File: config.mk
export PLATFORM = sky130hd
export DESIGN_NAME = fetch_queue_unit
export DESIGN_NICKNAME = d
export VERILOG_FILES = /design/src/rtl/fetch_queue_unit.sv
export SDC_FILE = /design/constraint.sdc
export NUM_CORES = 1
export LEC_CHECK = 0
export CAP_MARGIN = 20
export CORE_ASPECT_RATIO = 0.6
export CORE_MARGIN = 5
export CORE_UTILIZATION = 25
export CTS_CLUSTER_DIAMETER = 100
export DETAILED_ROUTE_END_ITERATION = 10
export PLACE_DENSITY = 0.53
export SLEW_MARGIN = 40
export SYNTH_ARGS = -nofsm -noshare
export SYNTH_HDL_FRONTEND = slang
export SYNTH_SLANG_ARGS = --single-unit
File: constraint.sdc
create_clock -name clk -period 7.1 [get_ports clk]
set_input_delay 1.065 -clock clk [delete_from_list [all_inputs] [get_ports clk]]
set_output_delay 1.065 -clock clk [all_outputs]
set_load 0.01 [all_outputs]
File: src/rtl/fetch_queue_unit.sv
// fetch_queue_unit
// Instruction fetch front end with a small in-order instruction buffer.
// The unit issues at most one memory request at a time. Each response is
// pushed into a DEPTH-entry FIFO, and the head of the FIFO is shown to decode.
// A redirect (pcsrc) flushes the FIFO and restarts fetch at the branch target.
// If a redirect arrives while a request is still in flight, the stale
// response is discarded when it comes back (DROP state).
//
// Ports
//   clk, rst_n      : rising-edge clock, asynchronous active-low reset
//   pcsrc           : redirect request; wins over stall, pop, push and request
//   branch_target   : redirect address (low two bits forced to zero)
//   stall           : decode cannot accept the head entry this cycle
//   imem_req        : memory request valid (combinational)
//   imem_addr       : memory request address (current fetch pc)
//   imem_gnt        : memory accepted the request this cycle
//   imem_rvalid     : memory response valid
//   imem_rdata      : memory response instruction
//   if_valid        : buffer holds at least one entry
//   instruction     : head instruction (0 when the buffer is empty)
//   pc_out          : head instruction address (0 when the buffer is empty)
//   adderOutput     : pc_out + 4, wrapping at ADDR_W bits
module fetch_queue_unit #(
  parameter int                ADDR_W   = 32,
  parameter int                DATA_W   = 32,
  parameter int                DEPTH    = 2,
  parameter logic [ADDR_W-1:0] RESET_PC = '0
) (
  input  logic              clk,
  input  logic              rst_n,
  input  logic              pcsrc,
  input  logic [ADDR_W-1:0] branch_target,
  input  logic              stall,
  output logic              imem_req,
  output logic [ADDR_W-1:0] imem_addr,
  input  logic              imem_gnt,
  input  logic              imem_rvalid,
  input  logic [DATA_W-1:0] imem_rdata,
  output logic              if_valid,
  output logic [DATA_W-1:0] instruction,
  output logic [ADDR_W-1:0] pc_out,
  output logic [ADDR_W-1:0] adderOutput
);

  localparam int PTR_W = (DEPTH > 1) ? $clog2(DEPTH) : 1;
  localparam int CNT_W = PTR_W + 1;
  localparam logic [CNT_W-1:0]  DEPTH_C    = CNT_W'(DEPTH);
  localparam logic [ADDR_W-1:0] PC_INC     = ADDR_W'(32'd4);
  localparam logic [ADDR_W-1:0] ALIGN_MASK = ~(ADDR_W'(32'd3));
  localparam logic [PTR_W-1:0]  PTR_ONE    = PTR_W'(1'b1);
  localparam logic [CNT_W-1:0]  CNT_ONE    = CNT_W'(1'b1);

  typedef enum logic [1:0] {
    ST_FETCH = 2'd0,
    ST_WAIT  = 2'd1,
    ST_DROP  = 2'd2
  } state_t;

  state_t              state_r;
  state_t              state_next_s;
  logic [ADDR_W-1:0]   fetch_pc_r;
  logic [ADDR_W-1:0]   req_pc_r;
  logic [PTR_W-1:0]    rd_ptr_r;
  logic [PTR_W-1:0]    wr_ptr_r;
  logic [CNT_W-1:0]    count_r;
  logic [ADDR_W-1:0]   pc_mem_r   [DEPTH];
  logic [DATA_W-1:0]   data_mem_r [DEPTH];

  logic                req_s;
  logic                accept_s;
  logic                push_s;
  logic                pop_s;
  logic                not_empty_s;
  logic [ADDR_W-1:0]   target_s;

  assign target_s    = branch_target & ALIGN_MASK;
  assign not_empty_s = (count_r != {CNT_W{1'b0}});
  assign accept_s    = req_s & imem_gnt;
  // A response is only kept when it answers a live request and no redirect
  // is flushing the buffer in the same cycle.
  assign push_s      = (state_r == ST_WAIT) & imem_rvalid & ~pcsrc;
  assign pop_s       = not_empty_s & ~stall & ~pcsrc;

  // FSM state register
  always_ff @(posedge clk or negedge rst_n) begin
    if (!rst_n) begin
      state_r <= ST_FETCH;
    end else begin
      state_r <= state_next_s;
    end
  end

  // FSM next-state logic
  always_comb begin
    state_next_s = state_r;
    case (state_r)
      ST_FETCH: begin
        if (accept_s) begin
          state_next_s = ST_WAIT;
        end else begin
          state_next_s = ST_FETCH;
        end
      end
      ST_WAIT: begin
        if (imem_rvalid) begin
          state_next_s = ST_FETCH;
        end else if (pcsrc) begin
          state_next_s = ST_DROP;
        end else begin
          state_next_s = ST_WAIT;
        end
      end
      ST_DROP: begin
        // Further redirects only move fetch_pc; the stale reply must still drain.
        if (imem_rvalid) begin
          state_next_s = ST_FETCH;
        end else begin
          state_next_s = ST_DROP;
        end
      end
      default: begin
        state_next_s = ST_FETCH;
      end
    endcase
  end

  // FSM outputs: request only from FETCH with room in the buffer
  always_comb begin
    req_s = 1'b0;
    case (state_r)
      ST_FETCH: begin
        if ((count_r < DEPTH_C) && !pcsrc) begin
          req_s = 1'b1;
        end else begin
          req_s = 1'b0;
        end
      end
      default: begin
        req_s = 1'b0;
      end
    endcase
  end

  assign imem_req  = req_s;
  assign imem_addr = fetch_pc_r;

  // Fetch and request address tracking
  always_ff @(posedge clk or negedge rst_n) begin
    if (!rst_n) begin
      fetch_pc_r <= RESET_PC;
      req_pc_r   <= RESET_PC;
    end else if (pcsrc) begin
      fetch_pc_r <= target_s;
    end else if (accept_s) begin
      req_pc_r   <= fetch_pc_r;
      fetch_pc_r <= fetch_pc_r + PC_INC;
    end
  end

  // Buffer pointers and occupancy; a redirect empties the buffer
  always_ff @(posedge clk or negedge rst_n) begin
    if (!rst_n) begin
      rd_ptr_r <= {PTR_W{1'b0}};
      wr_ptr_r <= {PTR_W{1'b0}};
      count_r  <= {CNT_W{1'b0}};
    end else if (pcsrc) begin
      rd_ptr_r <= {PTR_W{1'b0}};
      wr_ptr_r <= {PTR_W{1'b0}};
      count_r  <= {CNT_W{1'b0}};
    end else begin
      if (push_s) begin
        wr_ptr_r <= wr_ptr_r + PTR_ONE;
      end
      if (pop_s) begin
        rd_ptr_r <= rd_ptr_r + PTR_ONE;
      end
      case ({push_s, pop_s})
        2'b10:   count_r <= count_r + CNT_ONE;
        2'b01:   count_r <= count_r - CNT_ONE;
        default: count_r <= count_r;
      endcase
    end
  end

  // Buffer storage; contents are only visible while count is non-zero
  always_ff @(posedge clk) begin
    if (push_s) begin
      pc_mem_r[wr_ptr_r]   <= req_pc_r;
      data_mem_r[wr_ptr_r] <= imem_rdata;
    end
  end

  // Head-of-buffer outputs, forced to zero when empty
  always_comb begin
    if_valid    = not_empty_s;
    instruction = {DATA_W{1'b0}};
    pc_out      = {ADDR_W{1'b0}};
    if (not_empty_s) begin
      instruction = data_mem_r[rd_ptr_r];
      pc_out      = pc_mem_r[rd_ptr_r];
    end else begin
      instruction = {DATA_W{1'b0}};
      pc_out      = {ADDR_W{1'b0}};
    end
  end

  assign adderOutput = pc_out + PC_INC;

endmodule

# Word-level counts from Yosys, hierarchy flattened
# Memories as Yosys holds them, arrays and structs flattened.
# Cells that the tools add are included.
op_classes:
  addsub: 6
  order_cmp: 1
  n_eq_ne: 4
  muxes: 19
  n_bitwise: 7
  n_reduce_logical: 9
op_table:
  columns: ["op", "n"]
  rows:
  - ["32-bit two-way mux", 4]
  - ["32-bit by 3-bit adder with 32-bit output (second input constant)", 2]
  - ["1-bit two-way mux", 9]
  - ["2-bit two-way mux", 4]
  - ["2-bit nonzero test", 4]
  - ["2-bit case mux with 3 select lines", 1]
  - ["1-bit AND", 5]
  - ["2-bit by 1-bit == test with 1-bit output (second input constant)", 2]
  - ["2-bit == test (second input constant)", 2]
  - ["2-bit case mux with 2 select lines", 1]
  - ["3-bit nonzero test", 1]
  - ["1-bit adder (second input constant)", 2]
  - ["2-bit by 1-bit adder with 2-bit output (second input constant)", 1]
  - ["2-bit logical NOT", 1]
  - ["2-bit < comparator (second input constant)", 1]
  - ["1-bit NOT", 2]
  - ["2-bit AND reduction", 1]
  - ["2-bit by 1-bit subtractor with 2-bit output (second input constant)", 1]
  - ["1-bit logical AND", 1]
  - ["1-bit logical NOT", 1]
totals:
  register_bits: 70
  ramBits: 128
  out_inout_bits: 130
  n_memories: 2
memory_table:
  columns: ["name", "words", "word_bits", "rd", "rd_ports_with_merged_regs", "write_ports", "line", "text"]
  rows:
  - ["data_mem_r", 2, 32, 1, 0, 1, "67", "logic [DATA_W-1:0] data_mem_r [DEPTH];"]
  - ["pc_mem_r", 2, 32, 1, 0, 1, "66", "logic [ADDR_W-1:0] pc_mem_r [DEPTH];"]

# Depth between registers and ports, before layout
# Gate-level depths: netlist (run 1).
logic_depth:
  ltp_word: 7
  mapped_depth: 11
  depth_no_buf: 7

# Least setup slack after synthesis (run 1)
# OpenSTA, ideal clock, no wires.
synth_timing:
  path_type: "input-to-reg"
  start: "in pcsrc"
  end: "mem data_mem_r[0][0] (enable)"
  setup_ns: 0.559
  t_arrival_ns: 5.751
  t_required_ns: 6.541
  setup_slack_ns: 0.791
  path_stages: 3
  path_buffers: 2
  path_cell_list: "buf_1 buf_1 nor3_1"
synth_via:
  elab_chain_cells: 4
synth_rtl:
  columns: ["element", "line", "text"]
  rows:
  - ["from (decl)", "31", "input logic pcsrc,"]
  - ["1-bit NOT (no source line)", null, null]
  - ["1-bit AND", "81", "assign push_s = (state_r == ST_WAIT) & imem_rvalid & ~pcsrc;"]
  - ["1-bit two-way mux", "187", "if (push_s) begin"]
  - ["1-bit two-way mux (implied by the code)", "189", "data_mem_r[wr_ptr_r] <= imem_rdata;"]
  - ["to (decl)", "67", null]
# No other way between the ends.

# Final worst setup path (run 1)
layout_timing:
  start: "reg rd_ptr_r"
  end: "out adderOutput[27]"
layout_via:
  elab_chain_cells: 3
layout_rtl:
  columns: ["element", "line", "text"]
  rows:
  - ["from (decl)", "63", "logic [PTR_W-1:0] rd_ptr_r;"]
  - ["from (signal assigned)", "163", "rd_ptr_r <= {PTR_W{1'b0}};"]
  - ["from (signal assigned)", "167", "rd_ptr_r <= {PTR_W{1'b0}};"]
  - ["from (signal assigned)", "175", "rd_ptr_r <= rd_ptr_r + PTR_ONE;"]
  - ["memory read 2 x 32 bit", null, null]
  - ["32-bit two-way mux", "198", "if (not_empty_s) begin"]
  - ["32-bit by 3-bit adder with 32-bit output", "207", "assign adderOutput = pc_out + PC_INC;"]
  - ["to (decl)", "42", "output logic [ADDR_W-1:0] adderOutput"]
# No other way between the ends.

==> run summary, run 1 <==
Tightest Hold Check Type: reg2reg
Core ar.: 33960 um2
cells after synthesis: 674
fillers: 3406
Worst setup EP type: primary output
Slowest-stage cell, CP: dfrtp_4
#FFs+latches synth: 190
CTS Buf Count: 17
register area share after synthesis: 0.6197
setup TNS: 0 ns
Max stage delay on crit path: 0.73 ns
htree depth: 4
worst path required time: 6.03 ns
final net count: 933
Critical Path Start Type: flop
Worst EP arrival: 4.02 ns
pwr dens: 221.3 nW/um2
PortBufs: 191
Synth warnings: 0
initial antenna violation count: 1
largest net degree at the start of global routing: 81
Hold Vio Cnt, Final: 0
Final min period: 5.087 ns
Post-Syn Area: 8673 um2
Final setup viols: 0
TritonCTS clock tree: yes
GPL Wtd Cong: 0.7360
DRT iter0 DRCs: 364
Rows: 52
Max clock buf depth: 2
area occupied by multi-input gates: 3115 um2
cell chain of the critical path: buf_12 > buf_4 > mux2i_1 > nor3_2 > nand4_2 > nor4_2 > xor2_1 > clkdlybuf4s50_1
number of global-route vias before repair: 5766
fmax: 196.6 MHz
Skew-Pair Late Insertion Delay: 0.44 ns
worst clock skew: 0.01475 ns
max_cap viols: 0
die width: 250.5 um
root buffer cell: clkbuf_16
Clock Pin Slew Worst Setup and Hold Paths: 0.07 ns
crit path kind: reg2out
Residual DRC: 0
Final HPWL DP: 17040 um
synth unique cells: 46
Setup WS post-layout: 2.013 ns
io pins: 200
# hold bufs at CTS: 0
Synth Area per Inst: 12.87 um2
die height: 154.3 um
initial core utilization: 0.2554
Max Slew Vio Count: 0
Initial DRT Pass Iterations: 4
vias: 5768
Max-slew headroom: 0.5460
main flop type after synthesis: edfxtp_1
postcts setup bufs: 0
Post-synth EDFFs: 124
Tcrit/Tclk final: 0.7164
Sink Count: 190
area grow syn2layout: 34.43%
post-route ant nets: 0
wire per inst: 17.68 um
crit-path max FO: 30
pre-CTS WS: 2.209 ns
all-layer global routing usage: 0.1222
VDD IR max: 0.1705 mV
async set-reset flop share out of synthesis: 0.3474
diode count: 0
P_leak: 0.004056 uW
Congestion Overflow GR: 0
Slew @ Worst Pin: 0.6810 ns
Total Wirelength: 23560 um
first-pass GRT wire length: 36270 um
layout cells sized above 1: 0.1110
RSZ-0062 raised after global routing: false
outcome: finished clean
FF+latch area: 5379 um2
post-CTS resize count: 0
Die ar.: 38640 um2
Avg Vias per Cell: 4.327
## sequential cells by signal (all words and copies together) (netlist names)
signal      flops
pc_mem_r       60
state_r         2
wr_ptr_r        1
count_r         2
rd_ptr_r        1
data_mem_r     64
imem_addr      30
req_pc_r       30
## synthesized netlist by cell type (9+ instances only)
| library cell | number | area share |
|---|---|---|
| o21ai_0 | 20 | 0.012 |
| mux2_2 | 28 | 0.036 |
| nand2_1 | 58 | 0.025 |
| xnor2_1 | 15 | 0.015 |
| buf_4 | 9 | 0.0078 |
| nor3_1 | 14 | 0.0081 |
| clkbuf_1 | 11 | 0.0048 |
| nand3_1 | 23 | 0.013 |
| edfxtp_1 | 124 | 0.43 |
| nand4_1 | 14 | 0.010 |
| mux2i_1 | 65 | 0.075 |
| dfrtp_1 | 66 | 0.19 |
| nor2_1 | 72 | 0.031 |
| xor2_1 | 41 | 0.041 |
| a21oi_1 | 9 | 0.0052 |
| o21ai_1 | 12 | 0.0069 |
## where the power goes
group	switching (uW)	internal [uW]
Clock	438	495
Combinational	127	153
Sequential	89.7	1280
Total	656	1920
## through the flow
step | hold WS, ns | power, uW | instance area [um2] | util | std cells
floorplan | 0.4366 | 1492 | 8692 | - | 679
global placement | 0.4519 | 1667 | 11040 | 0.3252 | 1300
detailed placement | 0.4569 | 1675 | 11060 | 0.3255 | 1300
CTS | 0.4756 | 2620 | 11630 | 0.3425 | 1332
global route | 0.4890 | 2702 | 11660 | 0.3433 | 1333
finish | 0.4758 | 2580 | 11660 | 0.3433 | 1333
## logic make-up (layout without fill, tap and decap cells)
| kind of cell | count (synthesis) | in the layout | share of synthesized area |
|---|---|---|---|
| mux | 93 | 93 | 0.1114 |
| fa+ha+maj | 2 | 2 | 0.002885 |
| simple gates | 237 | 237 | 0.1474 |
| other cells | 1 | 6 | 0.0004324 |
| buf+inv | 44 | 239 | 0.02582 |
| flops | 190 | 190 | 0.6197 |
| xor+xnor | 56 | 56 | 0.05655 |
| compound gates | 51 | 51 | 0.03578 |
## routing by layer
layer	track usage	vias up	part of all wire
met5	0	-	0.00055
met4	0.03350	2	0.0065
met3	0.03844	14	0.072
met2	0.1657	149	0.41
met1	0.1861	2805	0.51
li1	-	2798	-
## placed cells by master (no fill, tap or decap), types with 3 or more instances in the layout
cell / Yosys / final
clkbuf_16: 0 / 17
nand3b_1: 8 / 8
nand2_1: 58 / 58
o21ai_1: 12 / 12
nor3_1: 14 / 13
clkdlybuf4s50_1: 0 / 189
and4_1: 3 / 3
buf_6: 2 / 3
inv_6: 0 / 3
inv_8: 0 / 4
nand4_1: 14 / 14
nor3_2: 4 / 5
nand3_1: 23 / 23
nand2b_1: 3 / 3
nand4_2: 4 / 4
conb_1: 1 / 6
and2_1: 6 / 5
mux2i_1: 65 / 65
buf_4: 9 / 4
clkinv_1: 0 / 3
dfrtp_1: 66 / 65
o21ai_0: 20 / 20
nor4_1: 5 / 5
nor2_1: 72 / 71
a21oi_1: 9 / 9
nor4_2: 6 / 5
inv_1: 8 / 8
a211oi_2: 3 / 3
and3_1: 6 / 6
xor2_1: 41 / 41
mux2_2: 28 / 28
xnor2_1: 15 / 15
nor4b_2: 3 / 3
edfxtp_1: 124 / 124
## critical path: cells and delay by family, from the launching register on
kind	cells	cell delay [ns]
DFF	1	0.73
muxes	1	0.19
buffers and inverters	3	1.27
and+or+nand+nor	3	1.21
xor gates and xnor gates	1	0.17
## area by class of cell
cell class | count | share of cell area
flip-flops and latches | 190 | 0.4613
multi-input cells | 445 | 0.2672
repair buffers | 199 | 0.1703
well taps | 459 | 0.04925
clock buffers | 17 | 0.03648
clock inverters | 15 | 0.01288
inverters | 8 | 0.002575
## path summary, 6_finish.rpt
path / startpoint / end / slack, ns / cells past startpoint
min: req_pc_r[18] / pc_mem_r[1][18] / 0.48 / 0
min in group asynchronous: rst_n / imem_addr[28] / 0.70 / 2
min reg2reg: req_pc_r[18] / pc_mem_r[1][18] / 0.48 / 0
max: rd_ptr_r / adderOutput[27] / 2.01 / 8
max in group asynchronous: rst_n / rd_ptr_r / 5.88 / 2
max reg2reg: state_r[1] / data_mem_r[1][22] / 4.58 / 4
No activity file was read; power rests on OpenSTA's default activity.
==> run 2: changes to the inputs <==
==> constraint.sdc (replaced) <==
create_clock -name clk -period 5.1 [get_ports clk]
set_input_delay 0.765 -clock clk [delete_from_list [all_inputs] [get_ports clk]]
set_output_delay 0.765 -clock clk [all_outputs]
set_load 0.01 [all_outputs]
==> run summary, run 2 (synthesis gave the netlist of run 1 again) <==
all-layer global routing usage: 0.1242
post-layout total power: 3694 uW
Clock power frac: 0.378
fillers: 3395
Slew @ Worst Pin: 0.6419 ns
most frequent cells in the layout: 189 x clkdlybuf4s50_1, 124 x edfxtp_1, 71 x nor2_1, 65 x mux2i_1, 65 x dfrtp_1
die height: 154.3 um
post-CTS resize count: 0
combinational share of power: 0.106
area occupied by multi-input gates: 3122 um2
Sink Count: 190
Core ar.: 33960 um2
Max Slew Vio Count: 0
Sw Pwr: 922.0 uW
cell chain of the critical path: buf_4 > nand3_1 > a211oi_4 > nand4_2 > nor4_2 > xor2_1 > clkdlybuf4s50_1
Final setup viols: 0
io pins: 200
crit-path max FO: 37
Flop pwr share: 0.517
# hold bufs at CTS: 0
Avg Vias per Cell: 4.396
RSZ-0062 raised after global routing: false
Sw Share: 0.2496
VDD IR max: 0.2834 mV
DRT iter0 DRCs: 225
hold_ws: 0.3013 ns
WP buf/inv: 2
htree depth: 4
Congestion Overflow GR: 0
CTS Buf Count: 17
Critical Path Start Type: flop
commonest non-fill, non-tap cell in the layout: clkdlybuf4s50_1
fmax: 213.9 MHz
wire per inst: 17.95 um
area grow syn2layout: 34.94%
initial core utilization: 0.2554
Die ar.: 38640 um2
worst clock skew: 0.01035 ns
postcts setup bufs: 0
first-pass GRT wire length: 36830 um
Max-slew headroom: 0.5721
PortBufs: 191
Worst setup EP type: primary output
Most flops, register: data_mem_r
outcome: finished clean
CP delay by family, top: simple AND/OR/NAND/NOR gates
Tightest Hold Check Type: in2async
largest net degree at the start of global routing: 63
die width: 250.5 um
Clock Pin Slew Worst Setup and Hold Paths: 0.07 ns
max FFs per register: 64
Hold Vio Cnt, Final: 0
Max clock buf depth: 2
internal power: 2772 uW
GPL Wtd Cong: 0.7795
max_cap viols: 0
Tcrit/Tclk final: 0.9166
Final HPWL DP: 17740 um
TritonCTS clock tree: yes
final net count: 935
pwr dens: 315.6 nW/um2
Max stage delay on crit path: 0.77 ns
Total Wirelength: 23970 um
Rows: 52
Skew-Pair Late Insertion Delay: 0.44 ns
Final min period: 4.675 ns
crit path kind: reg2out
FF+latch area: 5379 um2
P_leak: 0.004070 uW
Slowest-stage cell, CP: dfrtp_4
initial antenna violation count: 0
layout cells sized above 1: 0.1142
worst path required time: 4.34 ns
Initial DRT Pass Iterations: 4
post-route ant nets: 0
Residual DRC: 0
root buffer cell: clkbuf_16
Worst EP arrival: 3.91 ns
number of global-route vias before repair: 5979
Top Registers: data_mem_r (64), pc_mem_r (60)
vias: 5869
setup TNS: 0 ns
diode count: 0
==> run 2: worst paths after layout <==
| check | cells after the start | end | slack, ns | from |
|---|---|---|---|---|
| min | 1 | imem_addr[18] | 0.30 | rst_n |
| min in group clk | 0 | pc_mem_r[0][7] | 0.47 | req_pc_r[7] |
| max reg2reg | 5 | imem_addr[21] | 2.78 | count_r[1] |
| min reg2reg | 0 | pc_mem_r[0][7] | 0.47 | req_pc_r[7] |
| max | 7 | adderOutput[27] | 0.43 | rd_ptr_r |
| max in group asynchronous | 2 | rd_ptr_r | 3.99 | rst_n |
==> run 2: final cells by class <==
class,instances,share of cell area
Sequential cell,190,0.4596
Multi-Input combinational cell,445,0.2667
Tap cell,459,0.04907
Inverter,8,0.002566
Clock buffer,18,0.03667
Timing Repair Buffer,201,0.1698
Clock inverter,14,0.01561
==> run 2: metrics by stage <==
step | std cells | setup WS, ns | util | instance area, um2
2_1_floorplan | 679 | 0.9867 | - | 8697
3_3_place_gp | 1303 | 0.8802 | 0.3260 | 11070
3_5_place_dp | 1303 | 0.8666 | 0.3266 | 11090
4_1_cts | 1335 | 0.3656 | 0.3446 | 11700
5_1_grt | 1335 | 0.1681 | 0.3446 | 11700
6_report | 1335 | 0.4255 | 0.3446 | 11700
==> run 2: per-layer routing <==
metal | part of all wire | global-route usage | vias up | wire [um]
met4 | 0.020 | 0.03947 | 0 | 473
li1 | - | - | 2812 | -
met5 | 0 | 0 | - | 0
met3 | 0.059 | 0.03944 | 25 | 1403
met1 | 0.50 | 0.1817 | 2878 | 12060
met2 | 0.42 | 0.1744 | 154 | 10030
==> run 2: worst register-to-register path, stage by stage, from the launching register on <==
cell and delay, ns:
dfrtp_1 0.50, or4b_4 0.59, nor4_4 0.51, nand4_1 0.19, xnor2_1 0.16, mux2_2 0.26
==> run 2: power by group through the flow <==
stage	Clock [uW]	Combinational (uW)	Sequential, uW
2_1_floorplan	0	194	1880
3_5_place_dp	0	396	1940
3_3_place_gp	0	392	1930
6_report	1390	390	1910
4_1_cts	1440	398	1910
5_1_grt	1500	430	1920
